<file path="config.mk">
export PLATFORM = sky130hd
export DESIGN_NAME = div_unit_flat
export DESIGN_NICKNAME = d
export VERILOG_FILES = /design/src/rtl/div_unit_if.sv /design/src/rtl/div_unit.sv /design/src/flat_wrapper.sv
export SDC_FILE = /design/constraint.sdc
export NUM_CORES = 1
export LEC_CHECK = 0
export CAP_MARGIN = 0
export CELL_PAD_IN_SITES_DETAIL_PLACEMENT = 0
export CELL_PAD_IN_SITES_GLOBAL_PLACEMENT = 1
export CORE_ASPECT_RATIO = 1.4
export CORE_MARGIN = 2
export CORE_UTILIZATION = 47
export CTS_CLUSTER_DIAMETER = 80
export CTS_CLUSTER_SIZE = 20
export DETAILED_ROUTE_END_ITERATION = 10
export PLACE_DENSITY = 0.94
export SLEW_MARGIN = 10
export SYNTH_ARGS = -nofsm -noshare
export SYNTH_HDL_FRONTEND = slang
export SYNTH_SLANG_ARGS = --single-unit
</file>
<file path="constraint.sdc">
create_clock -name clk -period 11.85 [get_ports clk]
set_input_delay 2.37 -clock clk [delete_from_list [all_inputs] [get_ports clk]]
set_output_delay 2.37 -clock clk [all_outputs]
set_load 0.02 [all_outputs]
</file>
<file path="src/rtl/div_unit_if.sv">
// rtl/div_unit_if.sv - operand/result handshake interface for div_unit
interface div_unit_if #(
  parameter int XLEN = 32
);
  logic            in_valid;
  logic            in_ready;
  logic [1:0]      op;
  logic [XLEN-1:0] dividend;
  logic [XLEN-1:0] divisor;
  logic            out_valid;
  logic            out_ready;
  logic [XLEN-1:0] result;
  logic            div_zero;

  modport master (
    output in_valid, op, dividend, divisor, out_ready,
    input  in_ready, out_valid, result, div_zero
  );

  modport slave (
    input  in_valid, op, dividend, divisor, out_ready,
    output in_ready, out_valid, result, div_zero
  );
endinterface

</file>
<file path="src/rtl/div_unit.sv">
// rtl/div_unit.sv - iterative radix-2 restoring divider for DIV/DIVU/REM/REMU (option: DIV_UNIT_EARLY_OUT_EN)
module div_unit #(
  parameter int XLEN = 32
) (
  input  logic       clk,
  input  logic       rst_n,
  input  logic       flush,
  div_unit_if.slave  io
);

  localparam int CW = (XLEN > 1) ? $clog2(XLEN) : 1;
  localparam logic [XLEN-1:0] MIN_NEG = {1'b1, {(XLEN-1){1'b0}}};
  localparam logic [CW-1:0]   CNT_LAST = CW'(XLEN - 1);

  typedef enum logic [1:0] {IDLE, CALC, DONE} state_t;

  state_t          state_q, state_d;
  logic            rem_sel_q, rem_sel_d;     // 1: REM/REMU returns remainder
  logic            neg_quo_q, neg_quo_d;
  logic            neg_rem_q, neg_rem_d;
  logic            special_q, special_d;
  logic            div_zero_q, div_zero_d;
  logic [XLEN-1:0] special_res_q, special_res_d;
  logic [XLEN-1:0] dvsr_q, dvsr_d;
  logic [XLEN-1:0] rem_q, rem_d;
  logic [XLEN-1:0] quo_q, quo_d;
  logic [CW-1:0]   cnt_q, cnt_d;

  logic            accept;
  logic            is_signed;
  logic            a_neg;
  logic            b_neg;
  logic            is_div0;
  logic            is_ovf;
  logic            special_in;
  logic [XLEN-1:0] a_mag;
  logic [XLEN-1:0] b_mag;
  logic [XLEN-1:0] special_val;
  logic [XLEN-1:0] rem_shift;
  logic [XLEN:0]   diff;
  logic [XLEN-1:0] fix_quo;
  logic [XLEN-1:0] fix_rem;
  logic [XLEN-1:0] res_full;

  // Handshake: a flush cycle never accepts, so ready is withheld during it
  assign io.in_ready = (state_q == IDLE) && !flush;
  assign accept      = io.in_valid && io.in_ready;

  // Operand decode: signs, magnitudes and RISC-V special cases
  always_comb begin
    is_signed   = ~io.op[0];
    a_neg       = is_signed & io.dividend[XLEN-1];
    b_neg       = is_signed & io.divisor[XLEN-1];
    a_mag       = a_neg ? -io.dividend : io.dividend;
    b_mag       = b_neg ? -io.divisor  : io.divisor;
    is_div0     = (io.divisor == '0);
    is_ovf      = is_signed && (io.dividend == MIN_NEG) && (io.divisor == '1);
    special_in  = is_div0 || is_ovf;
    if (is_div0) begin
      special_val = io.op[1] ? io.dividend : '1;
    end else begin
      special_val = io.op[1] ? '0 : MIN_NEG;
    end
  end

  // One restoring step: shift {rem,quo} left, trial-subtract the divisor
  always_comb begin
    rem_shift = {rem_q[XLEN-2:0], quo_q[XLEN-1]};
    diff      = {rem_q, quo_q[XLEN-1]} - {1'b0, dvsr_q};
  end

  // Next-state and datapath update
  always_comb begin
    state_d       = state_q;
    rem_sel_d     = rem_sel_q;
    neg_quo_d     = neg_quo_q;
    neg_rem_d     = neg_rem_q;
    special_d     = special_q;
    div_zero_d    = div_zero_q;
    special_res_d = special_res_q;
    dvsr_d        = dvsr_q;
    rem_d         = rem_q;
    quo_d         = quo_q;
    cnt_d         = cnt_q;

    unique case (state_q)
      IDLE: begin
        if (accept) begin
          state_d       = CALC;
          rem_sel_d     = io.op[1];
          neg_quo_d     = a_neg ^ b_neg;
          neg_rem_d     = a_neg;
          special_d     = special_in;
          div_zero_d    = is_div0;
          special_res_d = special_val;
          dvsr_d        = b_mag;
          rem_d         = '0;
          quo_d         = a_mag;
          cnt_d         = '0;
`ifdef DIV_UNIT_EARLY_OUT_EN
          // Special cases need no iterations: a single CALC cycle, then DONE
          if (special_in) begin
            cnt_d = CNT_LAST;
          end
`endif
        end
      end
      CALC: begin
        if (!diff[XLEN]) begin
          rem_d = diff[XLEN-1:0];
          quo_d = {quo_q[XLEN-2:0], 1'b1};
        end else begin
          rem_d = rem_shift;
          quo_d = {quo_q[XLEN-2:0], 1'b0};
        end
        cnt_d = cnt_q + CW'(1);
        if (cnt_q == CNT_LAST) begin
          state_d = DONE;
        end
      end
      DONE: begin
        if (io.out_ready) begin
          state_d = IDLE;
        end
      end
      default: state_d = IDLE;
    endcase

    // Abort wins over everything else; the pending result is simply dropped
    if (flush) begin
      state_d = IDLE;
    end
  end

  // State register
  always_ff @(posedge clk or negedge rst_n) begin
    if (!rst_n) begin
      state_q <= IDLE;
    end else begin
      state_q <= state_d;
    end
  end

  // Datapath registers
  always_ff @(posedge clk or negedge rst_n) begin
    if (!rst_n) begin
      rem_sel_q     <= 1'b0;
      neg_quo_q     <= 1'b0;
      neg_rem_q     <= 1'b0;
      special_q     <= 1'b0;
      div_zero_q    <= 1'b0;
      special_res_q <= '0;
      dvsr_q        <= '0;
      rem_q         <= '0;
      quo_q         <= '0;
      cnt_q         <= '0;
    end else begin
      rem_sel_q     <= rem_sel_d;
      neg_quo_q     <= neg_quo_d;
      neg_rem_q     <= neg_rem_d;
      special_q     <= special_d;
      div_zero_q    <= div_zero_d;
      special_res_q <= special_res_d;
      dvsr_q        <= dvsr_d;
      rem_q         <= rem_d;
      quo_q         <= quo_d;
      cnt_q         <= cnt_d;
    end
  end

  // Sign fix-up from registered state; special results bypass it
  always_comb begin
    fix_quo  = neg_quo_q ? -quo_q : quo_q;
    fix_rem  = neg_rem_q ? -rem_q : rem_q;
    res_full = special_q ? special_res_q : (rem_sel_q ? fix_rem : fix_quo);
  end

  assign io.out_valid = (state_q == DONE);
  assign io.result    = (state_q == DONE) ? res_full : '0;
  assign io.div_zero  = (state_q == DONE) && div_zero_q;

endmodule

</file>
<file path="src/flat_wrapper.sv">
// flat-port wrapper written by rule: the top's interface ports become plain ports
module div_unit_flat 
#(
  parameter int XLEN = 32
)
  (clk, rst_n, flush, io_in_valid, io_op, io_dividend, io_divisor, io_out_ready, io_in_ready, io_out_valid, io_result, io_div_zero);
  div_unit_if #(.XLEN(XLEN)) io_i ();
  input  logic clk;
  input  logic rst_n;
  input  logic flush;
  input wire logic [$bits(io_i.in_valid)-1:0] io_in_valid;
  input wire logic [$bits(io_i.op)-1:0] io_op;
  input wire logic [$bits(io_i.dividend)-1:0] io_dividend;
  input wire logic [$bits(io_i.divisor)-1:0] io_divisor;
  input wire logic [$bits(io_i.out_ready)-1:0] io_out_ready;
  output wire logic [$bits(io_i.in_ready)-1:0] io_in_ready;
  output wire logic [$bits(io_i.out_valid)-1:0] io_out_valid;
  output wire logic [$bits(io_i.result)-1:0] io_result;
  output wire logic [$bits(io_i.div_zero)-1:0] io_div_zero;
  assign io_i.in_valid = io_in_valid;
  assign io_i.op = io_op;
  assign io_i.dividend = io_dividend;
  assign io_i.divisor = io_divisor;
  assign io_i.out_ready = io_out_ready;
  assign io_in_ready = io_i.in_ready;
  assign io_out_valid = io_i.out_valid;
  assign io_result = io_i.result;
  assign io_div_zero = io_i.div_zero;
  div_unit #(.XLEN(XLEN)) u_core (.clk(clk), .rst_n(rst_n), .flush(flush), .io(io_i));
endmodule
</file>
==> results.md, run 1 <==
* Status: finished clean
* Initial Util at between 40% and 50%
* DP Area at 12100 um^2
* Top-Level Pins at approximately 110
* Area growth syn-to-layout at 17.5%
* Post-Layout Cell Count at between 1500 and 2000
* Final instance area at between 10000 and 15000 um^2
* Async S/R FF share, synth at between 90% and 100%
* Setup WS pre-CTS at between 5 and 6 ns
* Worst path max stage delay at between 0.6 and 0.7 ns
* Final Hold Viols at 0
* Fin. max-slew vios at 0
* Syn avg cell area at between 8 and 9 um^2
* Register-to-Register Path Depth at 13
* Syn Std Cell Area at about 11000 um^2
* Final Cycle Share at about three fifths
* Most frequent cells in the layout: 145 x nand2_1, 141 x o21ai_0, 138 x dfrtp_1
* Synth Register Bits at 140
* Detail Route met2 WL at ~15000 um
* Yosys cell types at 64
* Clk_lat worst skew at between 0.4 and 0.5 ns
* Initial antenna violation count at 0
* Die ar. at roughly 25000 um^2
* Rows at 66
* Seq. cell area at 3510 um^2
* Worst Path Required at ~9.5 ns
* Critical path startpoint category: register
* Vias at between 10000 and 15000
* Commonest non-fill, non-tap cell in the layout: nand2_1
* Pre-antenna DRT Iters at 5
* Critical Path, Cell by Cell: or4_4, or4_4, or4b_4, or4_4, o31ai_1, xnor2_1, nor2_1, a211o_1, a21oi_1, clkdlybuf4s50_1
* Worst-Margin Slew at ~1.3 ns
* Most used cell, CP: or4_4
* Top delay family on crit path: simple AND/OR/NAND/NOR gates
* Ys Warns at 0
* Crit path from: u_core.quo_q[8]$_DFFE_PN0P_
* Total negative slack at 0 ns
* Hold path start: u_core.special_res_q[17]$_DFFE_PN0P_
* Placed Cells at 1689
* Grt ovf at 0
* Initial DRC Count at 740
* Vias in the first global route at 9448
* GPL Wtd Cong at between 0.9 and 1
* Die X at about 130 um
* Fin crit period at 6.99 ns
* Post-cts gate resize count at 0
* Crit Path Max Fanout at 5
* First-pass GRT wire length at roughly 48000 um
* Buf+Inv Stages, Crit Path at 1
* Wire per inst at approximately 17 um
* Residual DRC at 0
* WL met1 at ~13000 um
* Crit Path Category: reg -> out
* Clk slew on worst S/H paths at approximately 0.060 ns
* DP HPWL at between 20000 and 25000 um
* Met3 WL post-DR at between 1000 and 1500 um
* Max_cap viols at 0
* Worst Setup EP: io_result[31]
* Cts hold-fix bufs at 0
* Fmax at ~140 MHz
* Largest net degree at the start of global routing at between 90 and 100
* Final WS setup at approximately 5 ns
* Port Buf Inserts at about 110
* Power per cell area at 202 nW/um^2
* Maximum vdd drop at 0.129 mV
* Clk sinks at between 100 and 150
* Vias per cell at 5.85
* DRT Wirelength at between 20000 and 30000 um
* WP depth at 10
* Cells after Synth at 1351
* Crit. End Element: output port
* Longest Clk Path Bufs at 2
* CP max-delay cell: clkdlybuf4s50_1
* Post-route antenna net violation count at 0
* Area occupied by multi-input gates at just under 7000 um^2
* CTS Buf Count at 17
* Share of layout cells above drive strength 1 at ~5.6%
* Reg2reg end: u_core.rem_q[31]$_DFFE_PN0P_
* RSZ-0062 raised after global routing: no
* Worst R2R Start: u_core.quo_q[31]$_DFFE_PN0P_
* Post-route clock skew at approximately 0.005 ns
* # fillers at ~2100
* Highest routed layer: met4
* Post-Syn Nets at roughly 1500
* # setup viols final at 0
* Tot GR Track Use at between 20% and 30%
* Net count, final at 1513
* Lkg Pwr at 5.26 nW
* CORE AREA at approximately 23000 um^2
* CTS H-Tree Depth at 4
* HP Class: reg -> reg
* CP arrival at 4.62 ns
* Final Power at around 2.6 mW
* Chip Height at roughly 180 um
* Top_reg_cell synth: dfrtp_1
* Register area share after synthesis at around 32%
* Root buffer cell: clkbuf_16
* Reg2Reg Setup Slack at 7.14 ns
* Diode count at 0
* Slew headroom at between 10% and 20%
* CTS tree: done
* EDFF count, synth at 0
* Setup repair bufs after CTS at 0
[state kept, by name, summed over array words and instances, names as in the netlist]
name                  count
u_core.dvsr_q            32
u_core.quo_q             32
u_core.rem_q             32
u_core.special_res_q     32
u_core.cnt_q              5
u_core.state_q            2
u_core.div_zero_q         1
u_core.neg_quo_q          1
u_core.neg_rem_q          1
u_core.rem_sel_q          1
u_core.special_q          1
[metrics by stage]
step                      util [%]  hold slack, ns
after global placement        52.7           0.459
after detailed placement      52.7           0.466
after CTS                     55.7           0.480
final                         55.7           0.476
after global routing          55.7           0.497
after floorplan                  -           0.442
[cell usage after synthesis (31+ instances only)]
| cell type | n | area (um^2) |
|---|---|---|
| inv_1 | 57 | 214 |
| ha_1 | 39 | 488 |
| clkbuf_1 | 67 | 251 |
| xor2_1 | 76 | 666 |
| o31ai_1 | 46 | 345 |
| a21oi_1 | 90 | 450 |
| a211oi_1 | 31 | 233 |
| dfrtp_1 | 140 | 3500 |
| nor2b_1 | 33 | 206 |
| nor2_1 | 113 | 424 |
| o21ai_0 | 141 | 706 |
| xnor2_1 | 66 | 578 |
| nand2_1 | 146 | 548 |
[per-layer routing]
layer	vias to the layer above	global-route usage (%)
met5	-	0
met2	301	42.2
li1	4942	-
met3	62	3.08
met4	0	9.20
met1	4760	29.8
[tightest hold or removal path, delay by kind of cell, from the launching register on]
| family | cells | cell delay [ns] |
|---|---|---|
| AND/OR/NAND/NOR | 1 | 0.05 |
| AO/OA/AOI/OAI | 1 | 0.05 |
| flip-flops | 1 | 0.34 |
[how the worst min path moves through the flow]
stage,cells after the start,endpoint,slack [ns]
after global routing,2,u_core.special_res_q[20]$_DFFE_PN0P_,0.50
after detailed placement,2,u_core.special_res_q[17]$_DFFE_PN0P_,0.47
after global placement,2,u_core.special_res_q[15]$_DFFE_PN0P_,0.46
after CTS,2,u_core.special_res_q[17]$_DFFE_PN0P_,0.48
after floorplan,2,u_core.div_zero_q$_DFFE_PN0P_,0.44
final,2,u_core.special_res_q[17]$_DFFE_PN0P_,0.48
[where the power goes]
| part | internal (mW) | total, mW | leakage (nW) | switching [mW] |
|---|---|---|---|---|
| sequential | 0.577 | 0.742 | 1.81 | 0.165 |
| clock | 0.433 | 0.645 | 0.337 | 0.212 |
| combinational | 0.530 | 1.21 | 3.12 | 0.676 |
| total | 1.54 | 2.59 | 5.26 | 1.05 |
[cells by family after synthesis]
kind of cell | after synthesis | share of synthesized area (%)
flip-flops | 140 | 32.1
AO/OA/AOI/OAI | 428 | 25.2
AND/OR/NAND/NOR | 434 | 19.2
adder cells (fa/ha/maj) | 40 | 4.65
XOR/XNOR | 142 | 11.4
multiplexers | 26 | 2.43
buffers and inverters | 141 | 5.10
[final cells by class]
class	count	area share (%)
clock buffer	22	3.69
clock inverter	10	1.82
inverter	57	1.67
multi-input combinational	1070	53.7
sequential	140	27.3
tap	306	2.98
timing repair buffer	116	8.84
Note: power is estimated with default switching activity, not from simulation.
==> run 2, diff against run 1 <==
- CORE_UTILIZATION: 47 -> 40
- PLACE_DENSITY: 0.94 -> 0.86
- clock period: 11.85 -> 5.98 ns (I/O delays scaled with it)
==> results.md, run 2 (synthesis results as in run 1) <==
* Status: finished clean
* Largest net degree at the start of global routing at 95 (-4.0%)
* Most frequent cells in the layout: 145 x nand2_1, 141 x o21ai_0, 138 x dfrtp_1
* Combinational group share of total power at 48.8% (+2.3 points)
* Die ar. at 28700 um^2 (+17%)
* Root buffer cell: clkbuf_16
* Tot GR Track Use at 21.6% (-2.4 points)
* Vias at 10100 (-0.079%)
* Initial DRC Count at 710 (-4.1%)
* Fin crit period at 5.76 ns
* Grt ovf at 0 (unchanged)
* Worst Path Required at 4.78 ns (-4.70 ns)
* Reg power frac at 29.6% (+1.0 points)
* Reg2Reg Setup Slack at 1.91 ns (-5.23 ns)
* Slew headroom at 21.7% (+6.7 points)
* Diode count at 0 (unchanged)
* Worst hold path stage count at 2 (unchanged)
* Worst Setup EP: io_result[31]
* Reg2reg end: u_core.rem_q[9]$_DFFE_PN0P_
* GPL Wtd Cong at 0.856 (-6.5%)
* Clk_lat worst skew at 0.44 ns (about the same)
* Crit Path Category: reg -> out
* Commonest non-fill, non-tap cell in the layout: nand2_1
* Register-to-Register Path Depth at 14 (+1)
* Maximum vdd drop at 0.249 mV (+93%)
* Critical path startpoint category: register
* Area growth syn-to-layout at 17.3%
* Clk sinks at 140 (unchanged)
* DRT Wirelength at 30100 um (+3.2%)
* HP Class: reg -> reg
* Max_cap viols at 0 (unchanged)
* DP HPWL at 21600 um (+4.5%)
* # fillers at 2627 (+23%)
* Final Hold Viols at 0 (unchanged)
* Top-Level Pins at 106 (unchanged)
* Post-route antenna net violation count at 0 (unchanged)
* Lkg Pwr at 5.22 nW (-0.87%)
* Placed Cells at 1752 (+3.7%)
* Rows at 71 (+7.6%)
* Final Power at 4.93 mW (+90%)
* RSZ-0062 raised after global routing: no
* Seq. cell area at 3510 um^2 (unchanged)
* CORE AREA at 26900 um^2 (+17%)
* Setup WS pre-CTS at 0.683 ns (-4.70 ns)
* Final Cycle Share at a little over nine tenths
* Clk slew on worst S/H paths at 0.06 ns (about the same)
* CTS Buf Count at 17 (unchanged)
* Total negative slack at 0 ns (unchanged)
* Vias per cell at 5.64 (-3.6%)
* Sw frac at 42.7% (+2.1 points)
* Longest Clk Path Bufs at 2 (unchanged)
* Residual DRC at 0 (unchanged)
* Clock power frac at 21.6% (-3.3 points)
* Die X at 144 um (+8.1%)
* Port Buf Inserts at 105 (unchanged)
* Initial antenna violation count at 0 (unchanged)
* Fin. max-slew vios at 0 (unchanged)
* DP Area at 12200 um^2 (+0.86%)
* CP arrival at 4.57 ns (-0.05 ns)
* Share of layout cells above drive strength 1 at 5.92% (+0.34 points)
* Final WS setup at 0.218 ns (-4.65 ns)
* Cell-internal power at 2.82 mW (+83%)
* Setup repair bufs after CTS at 0 (unchanged)
* Post-route clock skew at 0.0102 ns (+0.00521 ns)
* Wire per inst at 16.9 um (-0.48%)
* Net count, final at 1517 (+0.26%)
* Worst R2R Start: u_core.quo_q[31]$_DFFE_PN0P_
* Chip Height at 200 um (+8.2%)
* CTS tree: done
* Pre-antenna DRT Iters at 6 (+1)
* Post-Layout Cell Count at 1784 (+3.7%)
* Area occupied by multi-input gates at 6890 um^2 (unchanged)
* Net load switching power at 2.10 mW (+100%)
* Power per cell area at 384 nW/um^2 (+90%)
* # setup viols final at 0 (unchanged)
* Crit. End Element: output port
* Crit Path Max Fanout at 5 (unchanged)
* Fmax at ~170 MHz
* Initial Util at 40.6% (-6.8 points)
* Crit path from: u_core.quo_q[8]$_DFFE_PN0P_
* Worst-Margin Slew at 1.17 ns (-0.0993 ns)
* Post-cts gate resize count at 0 (unchanged)
* First-pass GRT wire length at 49400 um (+3.7%)
* Vias in the first global route at 9740 (+3.1%)
* CTS H-Tree Depth at 4 (unchanged)
* Final instance area at 12800 um^2 (-0.15%)
* Cts hold-fix bufs at 0 (unchanged)
[run 2: cell types whose count changed in the layout (fill, tap and decap cells not counted), sizes merged]
cell | before | now
clkbuf | 22 | 19
bufinv | 7 | 2
buf | 12 | 16
inv | 57 | 59
clkinv | 1 | 4
clkinvlp | 2 | 5
[run 2: routing by layer]
layer	vias up	share of wire (%)	GRT usage, %
met5	-	0	0
met4	0	1.9	7.30
met3	42	3.1	2.61
met2	218	50	37.6
met1	4834	45	27.6
li1	4963	-	-
[run 2: critical path, cell delays in order (launching register included)]
cell,delay (ns)
dfrtp_1,0.43
or4_4,0.59
or4_4,0.45
or4b_4,0.60
or4_4,0.46
o31ai_1,0.27
xnor2_1,0.15
nor2_1,0.05
a211o_1,0.29
a21oi_1,0.20
clkdlybuf4s50_1,0.63
[run 2: power groups by stage]
| stage | Sequential [mW] | Clock (mW) | Combinational (mW) |
|---|---|---|---|
| 2_1_floorplan | 1.35 | 0 | 1.89 |
| 3_3_place_gp | 1.45 | 0 | 2.37 |
| 3_5_place_dp | 1.47 | 0 | 2.38 |
| 4_1_cts | 1.45 | 1.08 | 2.39 |
| 5_1_grt | 1.50 | 1.12 | 2.70 |
| 6_report | 1.46 | 1.06 | 2.40 |
[run 2: worst min path at each step]
stage | start | to | slack (ns)
floorplan | u_core.div_zero_q$_DFFE_PN0P_ | u_core.div_zero_q$_DFFE_PN0P_ | 0.44
global placement | u_core.special_res_q[4]$_DFFE_PN0P_ | u_core.special_res_q[4]$_DFFE_PN0P_ | 0.46
detailed placement | u_core.special_res_q[17]$_DFFE_PN0P_ | u_core.special_res_q[17]$_DFFE_PN0P_ | 0.47
CTS | u_core.special_res_q[4]$_DFFE_PN0P_ | u_core.special_res_q[4]$_DFFE_PN0P_ | 0.48
global route | u_core.dvsr_q[9]$_DFFE_PN0P_ | u_core.dvsr_q[9]$_DFFE_PN0P_ | 0.49
finish | u_core.div_zero_q$_DFFE_PN0P_ | u_core.div_zero_q$_DFFE_PN0P_ | 0.48
[run 2: final cells by class]
class | instances | area share, %
Clock buffer | 19 | 3.45
Sequential cell | 140 | 27.3
Clock inverter | 13 | 1.11
Multi-Input combinational cell | 1070 | 53.8
Tap cell | 365 | 3.56
Inverter | 57 | 1.67
Timing Repair Buffer | 120 | 9.09
[run 2: metrics by stage]
step / util [%] / hold WS, ns
2_1_floorplan: - / 0.442
3_3_place_gp: 45.5 / 0.460
3_5_place_dp: 45.5 / 0.467
4_1_cts: 47.6 / 0.481
5_1_grt: 47.6 / 0.494
6_report: 47.6 / 0.476
